**src/rtl/netwalk_dpl_pkg.sv**
```systemverilog
// ----------------------------------------------------------------------------
// netwalk_dpl_pkg
// Shared constants for the netwalk dataplane miss-packet path:
//   - header width, controller word width and words per header
//   - magic byte that opens the optional sequence word
//   - serialiser FSM state encoding
// No ports (package).
// ----------------------------------------------------------------------------
package netwalk_dpl_pkg;

    localparam int DPL_PKT_BIT_WIDTH = 608;
    localparam int CTRL_WORD_WIDTH   = 32;
    localparam int NWORDS            = DPL_PKT_BIT_WIDTH / CTRL_WORD_WIDTH;

    localparam logic [7:0] SEQ_MAGIC = 8'hA5;

    typedef enum logic {
        ST_IDLE = 1'b0,
        ST_SEND = 1'b1
    } state_e;

endpackage

```
**src/rtl/netwalk_miss_fifo.sv**
```systemverilog
// ----------------------------------------------------------------------------
// netwalk_miss_fifo
// Synchronous FIFO of WIDTH-bit entries, depth 2**AW.
// Full/empty come from the occupancy counter; pointers wrap modulo depth.
// A push while full is taken only if a pop happens in the same cycle (the
// popped slot is the one being written). No drop accounting here.
// Ports:
//   clk, reset        clock, asynchronous active-high reset
//   push, push_data   write request and data
//   pop               remove head entry
//   head_data         entry at the read pointer
//   count             occupied entries (registered)
//   full, empty       occupancy flags derived from count
// ----------------------------------------------------------------------------
module netwalk_miss_fifo #(
    parameter int WIDTH = 608,
    parameter int AW    = 2
) (
    input  logic             clk,
    input  logic             reset,
    input  logic             push,
    input  logic [WIDTH-1:0] push_data,
    input  logic             pop,
    output logic [WIDTH-1:0] head_data,
    output logic [AW:0]      count,
    output logic             full,
    output logic             empty
);

    localparam int DEPTH = 1 << AW;

    logic [WIDTH-1:0] mem_q [DEPTH];
    logic [AW-1:0]    wr_ptr_q, wr_ptr_d;
    logic [AW-1:0]    rd_ptr_q, rd_ptr_d;
    logic [AW:0]      count_q, count_d;
    logic             push_ok_s;
    logic             pop_ok_s;

    assign full      = (count_q == (AW+1)'(DEPTH));
    assign empty     = (count_q == '0);
    assign count     = count_q;
    assign head_data = mem_q[rd_ptr_q];

    // Qualify requests and compute next pointer / occupancy values.
    always_comb begin
        pop_ok_s  = pop & ~empty;
        push_ok_s = push & (~full | pop_ok_s);
        wr_ptr_d  = wr_ptr_q;
        rd_ptr_d  = rd_ptr_q;
        count_d   = count_q;
        if (push_ok_s) begin
            wr_ptr_d = wr_ptr_q + {{(AW-1){1'b0}}, 1'b1};
        end else begin
            wr_ptr_d = wr_ptr_q;
        end
        if (pop_ok_s) begin
            rd_ptr_d = rd_ptr_q + {{(AW-1){1'b0}}, 1'b1};
        end else begin
            rd_ptr_d = rd_ptr_q;
        end
        case ({push_ok_s, pop_ok_s})
            2'b10:   count_d = count_q + {{AW{1'b0}}, 1'b1};
            2'b01:   count_d = count_q - {{AW{1'b0}}, 1'b1};
            default: count_d = count_q;
        endcase
    end

    // Pointer and occupancy registers.
    always_ff @(posedge clk or posedge reset) begin
        if (reset) begin
            wr_ptr_q <= '0;
            rd_ptr_q <= '0;
            count_q  <= '0;
        end else begin
            wr_ptr_q <= wr_ptr_d;
            rd_ptr_q <= rd_ptr_d;
            count_q  <= count_d;
        end
    end

    // Entry storage; contents are don't-care after reset since count is 0.
    always_ff @(posedge clk) begin
        if (push_ok_s) begin
            mem_q[wr_ptr_q] <= push_data;
        end
    end

endmodule

```
**src/rtl/netwalk_miss_pkt_queue.sv**
```systemverilog
// ----------------------------------------------------------------------------
// netwalk_miss_pkt_queue
// Buffers table-miss headers from the dataplane core and serialises each one
// MSB-first as CTRL_WORD_WIDTH-bit words on a valid/ready packet-in port.
// Misses arriving while the FIFO is full are dropped and counted, so the
// dataplane never stalls. One idle cycle separates consecutive headers.
// Optional build macro MISS_PKT_SEQ_HDR_EN: each header is preceded by a word
// {8'hA5, 8'h00, seq[15:0]}, seq counting popped headers.
// Ports:
//   clk, reset          clock, asynchronous active-high reset
//   missed_pkt_en       strobe qualifying handler_pkt_header
//   handler_pkt_header  missed header
//   ctrl_data/valid/ready/sop/eop  packet-in word stream (registered)
//   miss_fifo_count     occupied FIFO entries, including the one being sent
//   miss_drop_count     saturating count of dropped headers
// ----------------------------------------------------------------------------
module netwalk_miss_pkt_queue
    import netwalk_dpl_pkg::*;
#(
    parameter int DPL_PKT_BIT_WIDTH    = 608,
    parameter int CTRL_WORD_WIDTH      = 32,
    parameter int MISS_FIFO_ADDR_WIDTH = 2,
    parameter int DROP_CNT_WIDTH       = 16
) (
    input  logic                           clk,
    input  logic                           reset,
    input  logic                           missed_pkt_en,
    input  logic [DPL_PKT_BIT_WIDTH-1:0]   handler_pkt_header,
    output logic [CTRL_WORD_WIDTH-1:0]     ctrl_data,
    output logic                           ctrl_valid,
    input  logic                           ctrl_ready,
    output logic                           ctrl_sop,
    output logic                           ctrl_eop,
    output logic [MISS_FIFO_ADDR_WIDTH:0]  miss_fifo_count,
    output logic [DROP_CNT_WIDTH-1:0]      miss_drop_count
);

    localparam int N_WORDS = DPL_PKT_BIT_WIDTH / CTRL_WORD_WIDTH;
`ifdef MISS_PKT_SEQ_HDR_EN
    localparam int HDR_WORDS = N_WORDS + 1;
`else
    localparam int HDR_WORDS = N_WORDS;
`endif
    localparam int IDX_W = $clog2(HDR_WORDS + 1);
    localparam logic [IDX_W-1:0] LAST_IDX = IDX_W'(HDR_WORDS - 1);

    // Word k of a header: shift it to the top, then take the top word.
    function automatic logic [CTRL_WORD_WIDTH-1:0] hdr_word(
        input logic [DPL_PKT_BIT_WIDTH-1:0] hdr,
        input logic [IDX_W-1:0]             k
    );
        logic [DPL_PKT_BIT_WIDTH-1:0] sh;
        sh = hdr << (int'(k) * CTRL_WORD_WIDTH);
        return sh[DPL_PKT_BIT_WIDTH-1 -: CTRL_WORD_WIDTH];
    endfunction

    state_e                          state_q, state_d;
    logic [IDX_W-1:0]                idx_q, idx_d;
    logic [CTRL_WORD_WIDTH-1:0]      ctrl_data_q, ctrl_data_d;
    logic                            ctrl_valid_q, ctrl_valid_d;
    logic                            ctrl_sop_q, ctrl_sop_d;
    logic                            ctrl_eop_q, ctrl_eop_d;
    logic [DROP_CNT_WIDTH-1:0]       drop_cnt_q, drop_cnt_d;
`ifdef MISS_PKT_SEQ_HDR_EN
    logic [15:0]                     seq_q, seq_d;
`endif

    logic                            push_s;
    logic                            pop_s;
    logic                            handshake_s;
    logic [IDX_W-1:0]                load_idx_s;
    logic [CTRL_WORD_WIDTH-1:0]      load_word_s;
    logic [DPL_PKT_BIT_WIDTH-1:0]    head_s;
    logic                            fifo_full_s;
    logic                            fifo_empty_s;

    netwalk_miss_fifo #(
        .WIDTH (DPL_PKT_BIT_WIDTH),
        .AW    (MISS_FIFO_ADDR_WIDTH)
    ) u_fifo (
        .clk       (clk),
        .reset     (reset),
        .push      (push_s),
        .push_data (handler_pkt_header),
        .pop       (pop_s),
        .head_data (head_s),
        .count     (miss_fifo_count),
        .full      (fifo_full_s),
        .empty     (fifo_empty_s)
    );

    assign handshake_s     = ctrl_valid_q & ctrl_ready;
    assign ctrl_data       = ctrl_data_q;
    assign ctrl_valid      = ctrl_valid_q;
    assign ctrl_sop        = ctrl_sop_q;
    assign ctrl_eop        = ctrl_eop_q;
    assign miss_drop_count = drop_cnt_q;

    // Select the word to register next: position 0 from IDLE, else idx+1.
    always_comb begin
        if (state_q == ST_IDLE) begin
            load_idx_s = '0;
        end else begin
            load_idx_s = idx_q + {{(IDX_W-1){1'b0}}, 1'b1};
        end
`ifdef MISS_PKT_SEQ_HDR_EN
        if (load_idx_s == '0) begin
            load_word_s = CTRL_WORD_WIDTH'({SEQ_MAGIC, 8'h00, seq_q});
        end else begin
            load_word_s = hdr_word(head_s, load_idx_s - {{(IDX_W-1){1'b0}}, 1'b1});
        end
`else
        load_word_s = hdr_word(head_s, load_idx_s);
`endif
    end

    // Serialiser next-state, pop/push qualification and drop counting.
    always_comb begin
        state_d      = state_q;
        idx_d        = idx_q;
        ctrl_data_d  = ctrl_data_q;
        ctrl_valid_d = ctrl_valid_q;
        ctrl_sop_d   = ctrl_sop_q;
        ctrl_eop_d   = ctrl_eop_q;
        pop_s        = 1'b0;
        case (state_q)
            ST_IDLE: begin
                if (!fifo_empty_s) begin
                    state_d      = ST_SEND;
                    idx_d        = '0;
                    ctrl_data_d  = load_word_s;
                    ctrl_valid_d = 1'b1;
                    ctrl_sop_d   = 1'b1;
                    ctrl_eop_d   = (LAST_IDX == '0);
                end else begin
                    state_d = ST_IDLE;
                end
            end
            ST_SEND: begin
                if (handshake_s) begin
                    if (ctrl_eop_q) begin
                        // Header done: release the entry; IDLE reloads next cycle.
                        pop_s        = 1'b1;
                        state_d      = ST_IDLE;
                        idx_d        = '0;
                        ctrl_valid_d = 1'b0;
                        ctrl_sop_d   = 1'b0;
                        ctrl_eop_d   = 1'b0;
                    end else begin
                        idx_d       = load_idx_s;
                        ctrl_data_d = load_word_s;
                        ctrl_sop_d  = 1'b0;
                        ctrl_eop_d  = (load_idx_s == LAST_IDX);
                    end
                end else begin
                    state_d = ST_SEND;
                end
            end
            default: begin
                state_d      = ST_IDLE;
                idx_d        = '0;
                ctrl_valid_d = 1'b0;
                ctrl_sop_d   = 1'b0;
                ctrl_eop_d   = 1'b0;
            end
        endcase

        // A full FIFO still takes a miss when the head leaves this cycle.
        push_s = missed_pkt_en & (~fifo_full_s | pop_s);
        if (missed_pkt_en && !push_s && (drop_cnt_q != '1)) begin
            drop_cnt_d = drop_cnt_q + {{(DROP_CNT_WIDTH-1){1'b0}}, 1'b1};
        end else begin
            drop_cnt_d = drop_cnt_q;
        end
`ifdef MISS_PKT_SEQ_HDR_EN
        if (pop_s) begin
            seq_d = seq_q + 16'd1;
        end else begin
            seq_d = seq_q;
        end
`endif
    end

    // Serialiser state and registered outputs.
    always_ff @(posedge clk or posedge reset) begin
        if (reset) begin
            state_q      <= ST_IDLE;
            idx_q        <= '0;
            ctrl_data_q  <= '0;
            ctrl_valid_q <= 1'b0;
            ctrl_sop_q   <= 1'b0;
            ctrl_eop_q   <= 1'b0;
            drop_cnt_q   <= '0;
`ifdef MISS_PKT_SEQ_HDR_EN
            seq_q        <= 16'd0;
`endif
        end else begin
            state_q      <= state_d;
            idx_q        <= idx_d;
            ctrl_data_q  <= ctrl_data_d;
            ctrl_valid_q <= ctrl_valid_d;
            ctrl_sop_q   <= ctrl_sop_d;
            ctrl_eop_q   <= ctrl_eop_d;
            drop_cnt_q   <= drop_cnt_d;
`ifdef MISS_PKT_SEQ_HDR_EN
            seq_q        <= seq_d;
`endif
        end
    end

endmodule

```
**config.mk**
```make
export PLATFORM = sky130hd
export DESIGN_NAME = netwalk_miss_pkt_queue
export DESIGN_NICKNAME = d
export VERILOG_FILES = /design/src/rtl/netwalk_dpl_pkg.sv /design/src/rtl/netwalk_miss_fifo.sv /design/src/rtl/netwalk_miss_pkt_queue.sv
export SDC_FILE = /design/constraint.sdc
export NUM_CORES = 2
export LEC_CHECK = 0
export CAP_MARGIN = 40
export CORE_MARGIN = 4
export CORE_UTILIZATION = 53
export CTS_CLUSTER_SIZE = 10
export DETAILED_ROUTE_END_ITERATION = 16
export PLACE_DENSITY_LB_ADDON = 0.3
export SYNTH_ARGS = -nofsm -noshare
export SYNTH_HDL_FRONTEND = slang
export SYNTH_SLANG_ARGS = --single-unit
export TNS_END_PERCENT = 10
```
**constraint.sdc**
```tcl
create_clock -name clk -period 15 [get_ports clk]
set_clock_uncertainty 0.2 [all_clocks]
set_input_delay 1.5 -clock clk [delete_from_list [all_inputs] [get_ports clk]]
set_output_delay 1.5 -clock clk [all_outputs]
set_load 0.005 [all_outputs]
```
## Word-level counts from Yosys, hierarchy flattened

Memories as Yosys holds them, arrays and structs flattened.
Cells that the tools add are included.

- $add $sub $neg: 6
- Multipliers: 0
- Divide/modulo/power cells: 0
- Magnitude comparators: 0
- Equal/unequal tests: 9
- Shift operators: 1
- Multiplexer cells: 29
- Bitwise gates (word level): 9
- Reductions and logical operators: 8

Operator list:

| operator | number |
|---|---|
| left shift 608 x 10 -> 608 bit | 1 |
| 2-to-1 mux 32 bit | 3 |
| case mux 32 bit (2 select lines) | 1 |
| 2-to-1 mux 5 bit | 4 |
| adder 16 x 1 -> 16 bit (second input constant) | 1 |
| inequality test 16 bit (second input constant) | 1 |
| 2-to-1 mux 1 bit | 15 |
| case mux 5 bit (2 select lines) | 1 |
| case mux 1 bit (2 select lines) | 4 |
| case mux 3 bit (2 select lines) | 1 |
| AND reduction 3 bit | 2 |
| adder 5 x 1 -> 5 bit (second input constant) | 1 |
| == test 5 bit (second input constant) | 1 |
| adder 2 x 1 -> 2 bit (second input constant) | 2 |
| AND 1 bit | 4 |
| inequality test 2 x 1 -> 1 bit (second input constant) | 2 |
| inequality test 2 bit (second input constant) | 2 |
| adder 3 x 1 -> 3 bit (second input constant) | 1 |
| == test 3 bit (second input constant) | 1 |
| logical NOT 3 bit | 1 |
| NOT 1 bit | 3 |
| subtractor 3 x 1 -> 3 bit (second input constant) | 1 |
| == test 2 x 1 -> 1 bit (second input constant) | 1 |
| == test 2 bit (second input constant) | 1 |
| 5 further kinds | 7 |

- Register bits after elaboration: 64
- Bits in latches: 0
- Bits in writable memories: 2,432
- ROM bits: 0
- Bits of input ports: 612
- Output and inout bits: 54
- Memories: 1

Memory list:

| memory | depth | bits a word | rd ports | clocked after memory_dff | write ports | line | text |
|---|---|---|---|---|---|---|---|
| u_fifo.mem_q | 4 | 608 | 1 | 0 | 1 | netwalk_miss_fifo.sv:32 | `logic [WIDTH-1:0] mem_q [DEPTH];` |

## Depth between registers and ports, before layout

- Depth in word-level cells: 8
- Depth in mapped cells: 12

## By module

Synthesis repeated with hierarchy kept, for this count alone.

- Cell total of the unflattened synthesis: 4,403
- Area total of the unflattened synthesis: 97,044.3 um^2

Modules (own cells, without submodules):

| module | instances | cells an instance | area an instance (um^2) |
|---|---|---|---|
| netwalk_miss_fifo | 1 | 3,215 | 88,253.4 |
| netwalk_miss_pkt_queue | 1 | 1,188 | 8,790.9 |

## Worst setup path before layout

No wires, ideal clock.

- Path type: input port to flip-flop
- Start: input ctrl_ready
- End: memory u_fifo.mem_q[0][0] (enable)
- Arrival time: 15,698 ps
- Required time: 13,740 ps
- Slack: -1,958 ps
- Stages: 3
- Cells stage by stage: nand4_1 -> nand3_1 -> and3_1

- Word-level cells in the longest chain between the ends: 8
- Elaborated cells on any way between the ends: 10
- Those cells by class: 4 x mux; 6 x bitwise

Ends and longest elaborated chain:

| what | line | text |
|---|---|---|
| start, declared | netwalk_miss_pkt_queue.sv:31 | `input logic ctrl_ready,` |
| AND 1 bit (*) | netwalk_miss_pkt_queue.sv:92 | `assign handshake_s = ctrl_valid_q & ctrl_ready;` |
| 2-to-1 mux 1 bit (*) | netwalk_miss_pkt_queue.sv:140 | `if (handshake_s) begin` |
| 2-to-1 mux 1 bit (*) | netwalk_miss_pkt_queue.sv:126 | `case (state_q)` |
| OR 1 bit or AND 1 bit (tied branches) | netwalk_miss_pkt_queue.sv:169, netwalk_miss_fifo.sv:46 |  |
| AND 1 bit or OR 1 bit (tied branches) | netwalk_miss_pkt_queue.sv:169, netwalk_miss_fifo.sv:47 |  |
| AND 1 bit (*) | netwalk_miss_fifo.sv:47 | `push_ok_s = push & (~full \| pop_ok_s);` |
| 2-to-1 mux 1 bit (*) | netwalk_miss_fifo.sv:83 | `if (push_ok_s) begin` |
| 2-to-1 mux 1 bit (not written as such) (*) | netwalk_miss_fifo.sv:84 | `mem_q[wr_ptr_q] <= push_data;` |
| end, declared | netwalk_miss_fifo.sv:32 |  |

Mark *: on every way between the ends. The rest lies on a longest branch, timed or not.

## Worst setup path in the final report

- Start: input ctrl_ready
- End: memory u_fifo.mem_q[1][194] (enable)

The elaborated chain is that of the path after synthesis.

==> results.txt <==
status -> finished, final reports clean
RD Place Congestion -> 0.789
Die Wd -> 432 um
most frequent cells in the layout -> edfxtp_1, clkdlybuf4s50_1, mux4_2
multi-input logic area -> 19400 sq um
initial antenna violation count -> 120
CTS max path bufs -> 4
Initial DRT Pass Iterations -> 6
Setup Buffers After CTS -> 0
RR Endpoint -> u_fifo.mem_q[1][194]$_DFFE_PP_
CP peak stage delay -> 840 ps
reg2reg start -> state_q$_DFF_PP0_
largest net degree at the start of global routing -> 148
Buffers on Ports -> 665
CTS Buf Count -> 302
kind of critical path -> input port to register
full die area -> 186000 sq um
num ports -> 666
gr usage total -> 27.8%
post-synthesis sequential area ratio -> 78.5%
Net Count, Synth -> 5036
num rows -> 155
CTS sink cnt -> 2496
Mean Syn Cell Area -> 21.5 sq um
Via density -> 6.30
cell count of the worst reg-to-reg path -> 7
Worst-Margin Slew -> 1060 ps
fillcell total -> 11.9k
most common cell after layout, fill and taps aside -> edfxtp_1
final setup violating endpoints -> 0
worst reg2reg setup slack -> 9880 ps
Remaining DRCs -> 0
Initial Utilization -> 53.3%
Setup crit end kind -> register
CTS resizes -> 0
Pwr Total -> 17.5 mW
total number of vias -> 49.3k
CTS H-Tree Depth -> 5
clock root buffer -> clkbuf_16
nets -> 5900
first-pass GRT wire length -> 367 mm
Comb pwr share -> 10.1%
antenna violation net count after detailed routing -> 0
Yosys reg bits -> 2496
area delta synth->final -> 19.5%
Max rail drop VDD -> 0.0000939 V
final core utilization -> 63.7%
Final Max Slew Viols -> 0
Final period util -> 36.0%
Max Cap Viol -> 0
Worst Min Path Start -> miss_drop_count[7]$_DFFE_PP0P_
slowest stage cell, crit path -> buf_4
core area -> 178000 sq um
sequential share of power -> 53.9%
Skew-Pair Late Insertion Delay -> 920 ps
Post-synth EDFFs -> 2432
Worst-path clk slew -> 60 ps
Die Ht -> 432 um
Worst EP required -> 15290 ps
CTS tree -> built
Worst path most repeated cell -> buf_4
Hold Fails Final Rpt -> 0
CP Launch Point -> ctrl_ready
synthesized area -> 95100 sq um
crit path launch type -> input port
initial drt markers -> 5684
Clock Power Share -> 36.0%
PwrDens -> 154 nW/um^2
Arr. time, crit path -> 5700 ps
Internal -> 13.5 mW
CP Cell Sequence -> clkdlybuf4s50_1 -> nand4_1 -> nand3_1 -> and3_4 -> buf_4 -> buf_12 -> buf_4
Most used DFF post-synth -> edfxtp_1
share of cells above drive strength 1 -> 19.8%
Hold Crit Depth -> 1
crit-path max FO -> 130
Endpoint, Worst Hold -> miss_drop_count[7]$_DFFE_PP0P_
switching power -> 4.00 mW
Tmin final -> 5400 ps
Synth Instances -> 4416
Synth Warn # -> 0
vias in the first global route -> 50.1k
Slew HR -> 29.5%
RSZ-0062 raised after global routing -> no
post-DR wirelength/cell -> 33.2 um
WHS -> 297 ps
register area -> 74600 sq um
Hold Path Class -> register to register
total wire length -> 260 mm
FMAX -> 185 MHz
aggregate global routing overflow -> 0
Yosys cell types -> 69
post-DP HPWL -> 168 mm
CTS Hold Buffers Added -> 0
Leak Pwr -> 36.1 nW
Sw Share -> 22.9%
FFs w/ async S/R, synth -> 2.56%
==> flip-flops by register name, indices dropped and copies added, names as in the netlist <==
register	cells
ctrl_valid	1
u_fifo.rd_ptr_q	2
u_fifo.count	3
u_fifo.wr_ptr_q	2
idx_q	5
ctrl_eop	1
u_fifo.mem_q	2432
ctrl_sop	1
miss_drop_count	16
ctrl_data	32
state_q	1
==> layer usage <==
metal | routed length [um] | global-route usage, % | up-vias
met2 | 132000 | 45.5 | 2602
met5 | 138 | 0 | -
met4 | 14300 | 15.0 | 24
li1 | - | - | 20300
met3 | 20500 | 5.52 | 582
met1 | 92500 | 35.4 | 25800
==> metrics by stage <==
step                instances  worst slack [ps]  TNS [ps]  cell area, sq um
global placement         7290              8560         0            105000
CTS                      7751              9630         0            113000
floorplan                4416             -1960  -3570310             95100
finish                   7823              9600         0            114000
detailed placement       7330              8700         0            105000
global route             7805              9460         0            114000
==> layout make-up <==
| class | instances | area share [%] |
|---|---|---|
| Clock inverter | 14 | 0.118 |
| Sequential cell | 2496 | 65.7 |
| Antenna cell | 71 | 0.156 |
| Multi-Input combinational cell | 1662 | 17.0 |
| Inverter | 13 | 0.0451 |
| Tap cell | 2355 | 2.59 |
| Timing Repair Buffer | 805 | 7.27 |
| Clock buffer | 407 | 7.09 |
==> power groups by stage <==
stage	logic [mW]	clock network (mW)	registers, mW
final	1.77	6.28	9.41
after global routing	1.88	6.70	9.49
after CTS	1.79	6.38	9.41
after detailed placement	1.78	0	9.53
after global placement	1.71	0	9.46
after floorplan	0.941	0	10.3
==> worst max-delay path, delay by kind of cell <==
kind,cells,cell delay [ps]
buf+inv,4,2590
simple gates,3,1220
==> Yosys cell counts (10+ instances only) <==
| cell | count | area, sq um |
|---|---|---|
| and3_1 | 20 | 125 |
| nand4_1 | 11 | 68.8 |
| nand3_1 | 50 | 250 |
| edfxtp_1 | 2432 | 73000 |
| nand2_1 | 278 | 1040 |
| o31ai_1 | 10 | 75.1 |
| a21oi_1 | 117 | 586 |
| dfrtp_1 | 64 | 1600 |
| nor4_1 | 16 | 100 |
| o22ai_1 | 14 | 87.6 |
| mux2i_1 | 99 | 991 |
| a32oi_1 | 36 | 315 |
| buf_1 | 24 | 90.1 |
| mux4_2 | 535 | 12000 |
| xnor2_1 | 14 | 123 |
| nor2b_1 | 11 | 68.8 |
| a22oi_1 | 145 | 1090 |
| nor2_1 | 69 | 259 |
| buf_2 | 99 | 495 |
| a31oi_1 | 48 | 300 |
| clkbuf_1 | 67 | 251 |
| a221oi_1 | 15 | 131 |
| nor3_1 | 23 | 115 |
| mux2_2 | 14 | 158 |
| xor2_1 | 11 | 96.3 |
| buf_4 | 34 | 255 |
| buf_6 | 21 | 236 |
| inv_1 | 13 | 48.8 |
==> worst max path at each step <==
stage	end	slack, ps	depth (start not counted)
final	u_fifo.mem_q[1][194]$_DFFE_PP_	9600	7
after floorplan	u_fifo.mem_q[1][0]$_DFFE_PP_	-1960	3
after CTS	u_fifo.mem_q[1][183]$_DFFE_PP_	9630	7
after global placement	u_fifo.mem_q[0][180]$_DFFE_PP_	8560	7
after global routing	u_fifo.mem_q[1][194]$_DFFE_PP_	9460	7
after detailed placement	u_fifo.mem_q[1][96]$_DFFE_PP_	8700	7
==> cell families (layout without fill, tap and decap cells) <==
logic type	after synthesis	after routing	share of synthesized area, %
flops	2496	2496	78.5
other cells	0	71	0
simple gates	507	507	2.37
fa+ha+maj	8	8	0.113
xor+xnor	26	26	0.247
mux	648	648	13.9
buf+inv	258	1239	1.45
compound gates	473	473	3.48
No activity file was read; power rests on OpenSTA's default activity.
